`src/rtl/display_regs_pkg.sv`:
```
// Shared address map, phase encodings and control-word bit positions used by
// the display scene sequencer and its shadow register bank.
package display_regs_pkg;

   localparam logic [3:0] ADDR_PIPE_X    = 4'd0;
   localparam logic [3:0] ADDR_BOTTOMTOP = 4'd4;
   localparam logic [3:0] ADDR_YSPACE    = 4'd8;
   localparam logic [3:0] ADDR_BIRD      = 4'd12;
   localparam logic [3:0] ADDR_SCORE     = 4'd13;
   localparam logic [3:0] ADDR_HISCORE   = 4'd14;
   localparam logic [3:0] ADDR_CTRL      = 4'd15;

   // The copy walks words 0..14; the control word is consumed separately.
   localparam logic [3:0] LAST_COPY_ADDR = 4'd14;

   localparam int CTRL_START_BIT = 0;
   localparam int CTRL_OVER_BIT  = 1;

   typedef enum logic [1:0] {
      PHASE_SPLASH  = 2'd0,
      PHASE_PLAYING = 2'd1,
      PHASE_OVER    = 2'd2
   } phase_t;

   typedef enum logic [1:0] {
      COMMIT_IDLE = 2'd0,
      COMMIT_COPY = 2'd1,
      COMMIT_EVAL = 2'd2
   } commit_state_t;

endpackage

```
`src/rtl/scene_reg_bank.sv`:
```
// Sixteen-word shadow register file written by the processor port and read
// one word at a time by the frame-boundary copy sequence.
module scene_reg_bank
   import display_regs_pkg::*;
(
   input  logic        clk,
   input  logic        reset,
   input  logic        we,
   input  logic [3:0]  waddr,
   input  logic [31:0] wdata,
   input  logic [3:0]  raddr,
   output logic [31:0] rdata
);

   logic [31:0] shadowWords [16];

   // Storage clears on reset so a half-written frame never survives into the
   // next commit; otherwise a single word is updated per accepted write.
   always_ff @(posedge clk or negedge reset) begin
      if (!reset) begin
         for (int i = 0; i < 16; i++) begin
            shadowWords[i] <= '0;
         end
      end else if (we) begin
         shadowWords[waddr] <= wdata;
      end
   end

   assign rdata = shadowWords[raddr];

endmodule

```
`src/rtl/display_scene_sequencer.sv`:
```
// Frame-synchronous scene controller: copies the shadow bank into the active
// display bank at frame boundaries and runs the splash/playing/over phases.
module display_scene_sequencer
   import display_regs_pkg::*;
#(
   parameter int OVER_FRAMES = 120,
   parameter int NUM_PIPES   = 4
) (
   input  logic                    clk,
   input  logic                    reset,
   input  logic                    screen_end,
   input  logic                    wr_valid,
   output logic                    wr_ready,
   input  logic [3:0]              wr_addr,
   input  logic [31:0]             wr_data,
   output logic [32*NUM_PIPES-1:0] pipe_x,
   output logic [32*NUM_PIPES-1:0] pipe_bottomtop,
   output logic [32*NUM_PIPES-1:0] pipe_yspace,
   output logic [31:0]             bird_top,
   output logic [31:0]             current_score,
   output logic [31:0]             high_score,
   output logic [1:0]              phase,
   output logic                    game_underway,
   output logic                    commit_pulse
);

   localparam int         PIPE_BITS = 32 * NUM_PIPES;
   localparam logic [7:0] OVER_LAST = 8'(OVER_FRAMES - 1);

   commit_state_t stateQ, stateD;
   logic [3:0]    copyIdxQ, copyIdxD;
   logic          dirtyQ, dirtyD;
   logic          readyQ;
   logic          commitQ, commitD;
   logic          wrFire;

   phase_t        phaseQ, phaseD;
   logic [7:0]    frameCntQ, frameCntD;
   logic          startCmd, overCmd, hsUpdate;

   logic          bankWe;
   logic [3:0]    bankWaddr, bankRaddr;
   logic [31:0]   bankWdata, bankRdata;

   logic [PIPE_BITS-1:0] pipeXQ, pipeBottomtopQ, pipeYspaceQ;
   logic [31:0]          birdTopQ, currentScoreQ, highScoreQ;

   assign wrFire = wr_valid && readyQ;

   // The shadow bank is written by the processor while idle and has its
   // control word wiped during EVAL so a command is only ever applied once.
   // The read port follows the copy counter, then points at the control word.
   always_comb begin
      bankWe    = wrFire;
      bankWaddr = wr_addr;
      bankWdata = wr_data;
      bankRaddr = copyIdxQ;
      if (stateQ == COMMIT_EVAL) begin
         bankWe    = 1'b1;
         bankWaddr = ADDR_CTRL;
         bankWdata = '0;
         bankRaddr = ADDR_CTRL;
      end
   end

   scene_reg_bank shadowBank (
      .clk   (clk),
      .reset (reset),
      .we    (bankWe),
      .waddr (bankWaddr),
      .wdata (bankWdata),
      .raddr (bankRaddr),
      .rdata (bankRdata)
   );

   // Commit sequencing: a frame boundary with pending changes (including a
   // write landing that very cycle) starts a 15-word copy followed by one
   // evaluation cycle. Boundaries seen while busy do not start a commit.
   always_comb begin
      stateD   = stateQ;
      copyIdxD = copyIdxQ;
      dirtyD   = dirtyQ | wrFire;
      commitD  = 1'b0;
      case (stateQ)
         COMMIT_IDLE: begin
            if (screen_end && (dirtyQ || wrFire)) begin
               stateD   = COMMIT_COPY;
               copyIdxD = '0;
               dirtyD   = 1'b0;
            end
         end
         COMMIT_COPY: begin
            if (copyIdxQ == LAST_COPY_ADDR) begin
               stateD = COMMIT_EVAL;
            end else begin
               copyIdxD = copyIdxQ + 4'd1;
            end
         end
         COMMIT_EVAL: begin
            stateD  = COMMIT_IDLE;
            commitD = 1'b1;
         end
         default: begin
            stateD = COMMIT_IDLE;
         end
      endcase
   end

   // Ready is registered from the next state so it stays low through reset
   // and rises on the first edge after release, and drops for the whole
   // copy/evaluate window.
   always_ff @(posedge clk or negedge reset) begin
      if (!reset) begin
         stateQ   <= COMMIT_IDLE;
         copyIdxQ <= '0;
         dirtyQ   <= 1'b0;
         readyQ   <= 1'b0;
         commitQ  <= 1'b0;
      end else begin
         stateQ   <= stateD;
         copyIdxQ <= copyIdxD;
         dirtyQ   <= dirtyD;
         readyQ   <= (stateD == COMMIT_IDLE);
         commitQ  <= commitD;
      end
   end

   assign startCmd = (stateQ == COMMIT_EVAL) && bankRdata[CTRL_START_BIT];
   assign overCmd  = (stateQ == COMMIT_EVAL) && bankRdata[CTRL_OVER_BIT];

   // Game phase: commands only take effect in the evaluation cycle, while
   // the OVER dwell timer counts every frame boundary regardless of commit
   // activity. In PLAYING game_over outranks start; elsewhere start wins.
   always_comb begin
      phaseD    = phaseQ;
      frameCntD = frameCntQ;
      hsUpdate  = 1'b0;
      case (phaseQ)
         PHASE_SPLASH: begin
            if (startCmd) begin
               phaseD = PHASE_PLAYING;
            end
         end
         PHASE_PLAYING: begin
            if (overCmd) begin
               phaseD   = PHASE_OVER;
               hsUpdate = (currentScoreQ > highScoreQ);
            end
         end
         PHASE_OVER: begin
            if (startCmd || (screen_end && (frameCntQ == OVER_LAST))) begin
               phaseD    = PHASE_SPLASH;
               frameCntD = '0;
            end else if (screen_end) begin
               frameCntD = frameCntQ + 8'd1;
            end
         end
         default: begin
            phaseD    = PHASE_SPLASH;
            frameCntD = '0;
         end
      endcase
   end

   // Phase and dwell-counter registers.
   always_ff @(posedge clk or negedge reset) begin
      if (!reset) begin
         phaseQ    <= PHASE_SPLASH;
         frameCntQ <= '0;
      end else begin
         phaseQ    <= phaseD;
         frameCntQ <= frameCntD;
      end
   end

   // Active bank: one shadow word lands per copy cycle, decoded by address
   // range. Reset clears it immediately so a partial frame is never shown.
   always_ff @(posedge clk or negedge reset) begin
      if (!reset) begin
         pipeXQ         <= '0;
         pipeBottomtopQ <= '0;
         pipeYspaceQ    <= '0;
         birdTopQ       <= '0;
         currentScoreQ  <= '0;
      end else if (stateQ == COMMIT_COPY) begin
         if (copyIdxQ < ADDR_BOTTOMTOP) begin
            pipeXQ[{copyIdxQ[1:0], 5'd0} +: 32] <= bankRdata;
         end else if (copyIdxQ < ADDR_YSPACE) begin
            pipeBottomtopQ[{copyIdxQ[1:0], 5'd0} +: 32] <= bankRdata;
         end else if (copyIdxQ < ADDR_BIRD) begin
            pipeYspaceQ[{copyIdxQ[1:0], 5'd0} +: 32] <= bankRdata;
         end else if (copyIdxQ == ADDR_BIRD) begin
            birdTopQ <= bankRdata;
         end else if (copyIdxQ == ADDR_SCORE) begin
            currentScoreQ <= bankRdata;
         end
      end
   end

   // The high score can only be preloaded from the splash screen, so a stale
   // preload word cannot clobber a score earned during a game. A finishing
   // game raises it when the committed score beats it.
   always_ff @(posedge clk or negedge reset) begin
      if (!reset) begin
         highScoreQ <= '0;
      end else if (hsUpdate) begin
         highScoreQ <= currentScoreQ;
      end else if ((stateQ == COMMIT_COPY) && (copyIdxQ == ADDR_HISCORE) &&
                   (phaseQ == PHASE_SPLASH)) begin
         highScoreQ <= bankRdata;
      end
   end

   assign wr_ready       = readyQ;
   assign pipe_x         = pipeXQ;
   assign pipe_bottomtop = pipeBottomtopQ;
   assign pipe_yspace    = pipeYspaceQ;
   assign bird_top       = birdTopQ;
   assign current_score  = currentScoreQ;
   assign high_score     = highScoreQ;
   assign phase          = phaseQ;
   assign game_underway  = (phaseQ == PHASE_PLAYING);
   assign commit_pulse   = commitQ;

endmodule

```
`config.mk`:
```
export PLATFORM = sky130hd
export DESIGN_NAME = display_scene_sequencer
export DESIGN_NICKNAME = d
export VERILOG_FILES = /design/src/rtl/display_regs_pkg.sv /design/src/rtl/scene_reg_bank.sv /design/src/rtl/display_scene_sequencer.sv
export SDC_FILE = /design/constraint.sdc
export NUM_CORES = 2
export LEC_CHECK = 0
export ABC_AREA = 0
export BUFFER_PORTS_ARGS = -buffer_cell sky130_fd_sc_hd__buf_4
export CAP_MARGIN = 40
export CELL_PAD_IN_SITES_DETAIL_PLACEMENT = 1
export CELL_PAD_IN_SITES_GLOBAL_PLACEMENT = 1
export CORE_MARGIN = 3
export CORE_UTILIZATION = 46
export CTS_CLUSTER_DIAMETER = 120
export CTS_CLUSTER_SIZE = 28
export DETAILED_ROUTE_END_ITERATION = 12
export PLACE_DENSITY = 0.84
export SYNTH_ARGS = -nofsm -noshare
export SYNTH_HDL_FRONTEND = slang
export SYNTH_SLANG_ARGS = --single-unit
```
`constraint.sdc`:
```
create_clock -name clk -period 2.9 [get_ports clk]
set_input_delay 0.58 -clock clk [delete_from_list [all_inputs] [get_ports clk]]
set_output_delay 0.58 -clock clk [all_outputs]
set_load 0.1 [all_outputs]
```
== Word-level counts from Yosys, hierarchy flattened ==
Index checks and enable logic that the tools add are counted.
W data, S select, Z words.
Storage, ports and cells
  flip-flop bits (word level): 1011
  bits of input ports: 40
  output and inout bits: 485
  word-level logic and storage cells: 120
Operators by class
  add/subtract/negate cells: 3
  magnitude comparators: 7
  eq/ne operators: 14
  shift operators: 2
  muxes and demuxes: 33
  bitwise operators: 8
  reduce and logical (&&, ||, !) cells: 24
Operators with widths (count)
  $bwmux W512: 1
  $bwmux W128: 3
  $mux W32: 6
  $bmux W32 S4: 1
  $demux W32 S4: 1
  $shift A32 B9 Y128 const A: 1
  $shiftx A32 B9 Y128: 1
  $gt A32 B32 Y1: 1
  $mux W4: 4
  $mux W8: 2
  $pmux W8 S2: 1
  $eq A4 B4 Y1 const B: 3
  $ge A5 B5 Y1 const B: 2
  $mux W2: 5
  $not A4 Y5: 2
  $neg A7 Y9: 1
  $reduce_and A3 Y1: 3
  $add A8 B1 Y8 const B: 1
  $eq A8 B7 Y1 const B: 1
  $logic_and A1 B1 Y1: 8
  $lt A4 B4 Y1 const B: 2
  $ne A2 B2 Y1 const B: 4
  $pmux W4 S2: 1
  $logic_not A2 Y1: 3
  other kinds (19): 33

== Longest topological paths before layout ==
  word-level depth: 10
  depth in mapped cells: 10
  depth with buffers taken out: 8

== Hierarchy ==
From an unflattened synthesis, not the netlist that was laid out.
Unflattened totals
  cell total of the unflattened synthesis: 3285
  area total of the unflattened synthesis: 42754.8 um^2
Modules (own cells, without submodules)
  scene_reg_bank: instances 1, cells each 1404, area each 22774.3 um^2
  display_scene_sequencer: instances 1, cells each 1881, area each 19980.4 um^2

== Worst setup path after synthesis ==
OpenSTA, ideal clock, no wires.
  path kind: register to register
  from: reg phaseQ[0] (netlist: phase[0])
  to: reg highScoreQ[13] (netlist: high_score[13])
  setup time: 127 ps
  arrival: 3617 ps
  required time: 2773 ps
  slack: -843 ps
  stages on the path, launching flop included: 7
  cell sequence: dfrtp_1 nor2b_1 nand3_1 a221oi_2 a31oi_4 buf_6 mux2_4
Between the ends
  cells in the longest elaborated chain, start to end: 3
RTL lines
  from (decl): RTL line display_scene_sequencer.sv:37  | phase_t phaseQ, phaseD;
  from (signal assigned): RTL line display_scene_sequencer.sv:171  | phaseQ <= phaseD;
  $eq A2 B1 Y1 (*)
  net game_underway: RTL line display_scene_sequencer.sv:23  | output logic game_underway,
  $mux W1 (*): RTL line display_scene_sequencer.sv:138  | case (phaseQ)
  $mux W32 / $reduce_bool A2 Y1 (equally long branches)
  to (signal assigned): RTL line display_scene_sequencer.sv:207  | highScoreQ <= currentScoreQ;
  to (signal assigned): RTL line display_scene_sequencer.sv:210  | highScoreQ <= bankRdata;
  to (decl): RTL line display_scene_sequencer.sv:46  | logic [31:0] birdTopQ, currentScoreQ, highScoreQ;
Mark *: on every way through the listed nets, which the timed path passes. The rest lies on a longest branch.
A chain may end at the register's enable or synchronous reset.

== Final worst setup path ==
  from: reg currentScoreQ[6] (netlist: current_score[6])
  to: reg highScoreQ[22] (netlist: high_score[22])
Between the ends
  cells in the longest elaborated chain, start to end: 4
RTL lines
  from (decl): RTL line display_scene_sequencer.sv:46
  from (signal assigned): RTL line display_scene_sequencer.sv:195  | currentScoreQ <= bankRdata;
  $gt A32 B32 Y1 (*): RTL line display_scene_sequencer.sv:147  | hsUpdate = (currentScoreQ > highScoreQ);
  $mux W1 (*): RTL line display_scene_sequencer.sv:145  | if (overCmd) begin
  $mux W1 (*): RTL line display_scene_sequencer.sv:138
  $mux W32 / $reduce_bool A2 Y1 (equally long branches)
Mark *: on every way between the ends. The rest lies on a longest branch, timed or not.

==> flow_summary.ini <==
[place]
place.detailed.hpwl_um = 102300
portBuffers = 524
placed_cell_area_um2 = 49090
gp_congestion = 0.8592

[global_route]
grt_max_degree = 148
overflow = 0
grt_pass1_wl_um = 233000
grtUsageTotal_pct = 30.74
grt_antenna_before_repair = 1
grt_pass1_vias = 36653

[sta]
relSlewSlack_pct = 39.44
worstMarginPinSlew_ps = 908.3
fmax_mhz = 359.5
tns_ps = 0
finClkSkew_ps = 47.58
hold_violations = 0
rsz0062_at_grt = no
setup_viol = 0
fin_crit_sh_pct = 95.91
slew_violations = 0
period_needed_ps = 2781

[logic_synthesis]
yosysWarnings = 0
synth-xor-area-share_pct = 0.08079
synth-edff-count = 0
synthCells = 4167
synth_cell_types = 69
ys_dominant_reg_cell = dfrtp_1
avgSynthCellArea_um2 = 10.41
synthMuxAreaShare_pct = 5.834
synth_simple_gate_area_share_pct = 10.94
async_reset_ff_share_pct = 100.0
synth_top_family_by_area = compound AO/OA/AOI/OAI gates
synth_area_um2 = 43360
synth_compound_area_share_pct = 18.46
synth-seq-cells = 1011
synth_fa_ha_area_share_pct = 1.125
synth_nets = 4246
ys_seq_area_share_pct = 58.34

[final_layout]
mostFrequentLayoutCell = nand2_1
drive_above_1_share_pct = 21.80
multi_input_area_um2 = 15940
finish.instance_area_um2 = 50250
fin_nets = 4605
layout.area.seq_um2 = 25320
fill_cells = 10126
layout_common_cells = 1074 x nand2_1, 996 x dfrtp_1, 632 x buf_4
area_growth_pct = 15.90
n_antenna_cell = 0

[floorplanning]
core_area_um2 = 92500
rows = 111
io_pins = 525
fp.dieH_um = 313.0
initial_core_util_pct = 46.88
die_w_um = 313.0
fp.dieArea_um2 = 97980

[clock_tree]
cts_root_buf = clkbuf_16
clock_path_buffers = 3
cts_tree = yes
clk_pin_slew_ps = 110
cts_num_sinks = 1011
clock_latency_ps = 640
cts_buffers = 42
htree_levels = 2

[drt]
ant_nets = 0
avgRoutedWirePerCell_um = 26.33
via_count = 34727
drt_iter0_markers = 3146
viasPerCell = 6.012
drt-total-wl_um = 152100
remaining_drc_errors = 0
drt_pass1_iterations = 7

[flow_run]
maxCapViolations = 0

[worst_setup_path]
worstPathArrival_ps = 3290
path_max_fanout = 8
critPathCaptureType = flip-flop
worstPathRequired_ps = 3410
crit_type = flip-flop to flip-flop
cp-start-kind = flip-flop

[outcome]
status = finished clean

[min_path]
hold_class = primary input to flip-flop
[area by class of cell]
cell class / instances / share of cell area (%)
repair buffers: 691 / 11.76
clock inverters: 2 / 0.07718
well taps: 1243 / 3.095
clock buffers: 49 / 2.186
multi-input cells: 2676 / 31.71
flip-flops and latches: 1011 / 50.39
inverters: 104 / 0.7818
[worst max-delay path, stage by stage (launching register included)]
cell and delay (ps):
dfrtp_2 460, ha_1 340, a211oi_1 250, a211oi_1 130, a2111oi_2 250, o211ai_1 300
a31oi_4 330, buf_4 240, mux2_2 350
[sequential cells by signal (all words and copies together) (netlist names)]
name / cells
pipe_yspace: 128
shadowBank.shadowWords: 512
stateQ: 2
pipe_bottomtop: 128
commit_pulse: 1
phase: 2
bird_top: 32
dirtyQ: 1
pipe_x: 128
frameCntQ: 8
high_score: 32
wr_ready: 1
current_score: 32
copyIdxQ: 4
[kinds of logic (layout without fill, tap and decap cells)]
| kind of cell | after synthesis | count (layout) |
|---|---|---|
| AO/OA/AOI/OAI | 1259 | 1259 |
| XOR/XNOR | 4 | 4 |
| adder cells (fa/ha/maj) | 39 | 39 |
| buffers and inverters | 480 | 846 |
| flip-flops | 1011 | 1011 |
| multiplexers | 165 | 165 |
| AND/OR/NAND/NOR | 1209 | 1209 |
[path summary, 6_finish.rpt]
| check | start | end | slack, ps | depth (start not counted) |
|---|---|---|---|---|
| worst min-delay path | screen_end | dirtyQ$_DFF_PN0_ | 230 | 2 |
| worst min register to register | pipe_x[69]$_DFFE_PN0P_ | pipe_x[69]$_DFFE_PN0P_ | 490 | 2 |
| worst max register to register | current_score[6]$_DFFE_PN0P_ | high_score[22]$_DFFE_PN0P_ | 120 | 8 |
| min in group asynchronous | reset | shadowBank.shadowWords[90]$_DFFE_PN0P_ | 440 | 2 |
| worst max-delay path | current_score[6]$_DFFE_PN0P_ | high_score[22]$_DFFE_PN0P_ | 120 | 8 |
| max in group asynchronous | reset | shadowBank.shadowWords[293]$_DFFE_PN0P_ | 1300 | 3 |
[Yosys cell counts, drive strengths merged (7+ instances only)]
library cell	number	share of area (%)
nand2	1099	9.5
dfrtp	1011	58
o21ai	646	7.5
o31ai	388	7.4
clkbuf	269	2.3
buf	107	2.0
inv	104	0.91
a21oi	81	0.96
mux2i	69	1.6
mux4	62	3.2
o22ai	60	0.87
nor2	46	0.40
ha	39	1.1
mux2	34	1.0
o21a	32	0.62
o221ai	30	0.61
nand4	12	0.17
nand3	11	0.14
nor2b	7	0.10
[repair_timing]
action | in CTS | in global routing
endpoints found under the hold margin | 19 | 0
resized for setup | 1 | 0
pin swaps | 3 | 2
hold buffers | 1 | 0
endpoints found under the setup margin | 14 | 30
buffers inserted | 1 | 0
[through the flow]
step / setup slack (ps) / cells / hold WS [ps] / utilization, %
final: 118.7 / 5776 / 229.1 / 54.33
after global routing: 10.54 / 5776 / 211.1 / 54.33
after CTS: 84.05 / 5776 / 197.4 / 54.33
after detailed placement: 7.477 / 5723 / 465.5 / 53.08
after global placement: 51.89 / 5723 / 455.4 / 53.08
after floorplan: 0.8178 / 4167 / 284.4 / -
[per-layer routing]
metal / routed length (um) / track usage, % / part of all wire (%)
met5: 11 / 0 / 0.0072
met4: 7702 / 13.53 / 5.1
met3: 9696 / 4.965 / 6.4
met2: 74030 / 51.70 / 49
met1: 60640 / 39.42 / 40
Power is not shown: default switching activity piles up to over one toggle a cycle in this logic, so the estimate is an artifact.
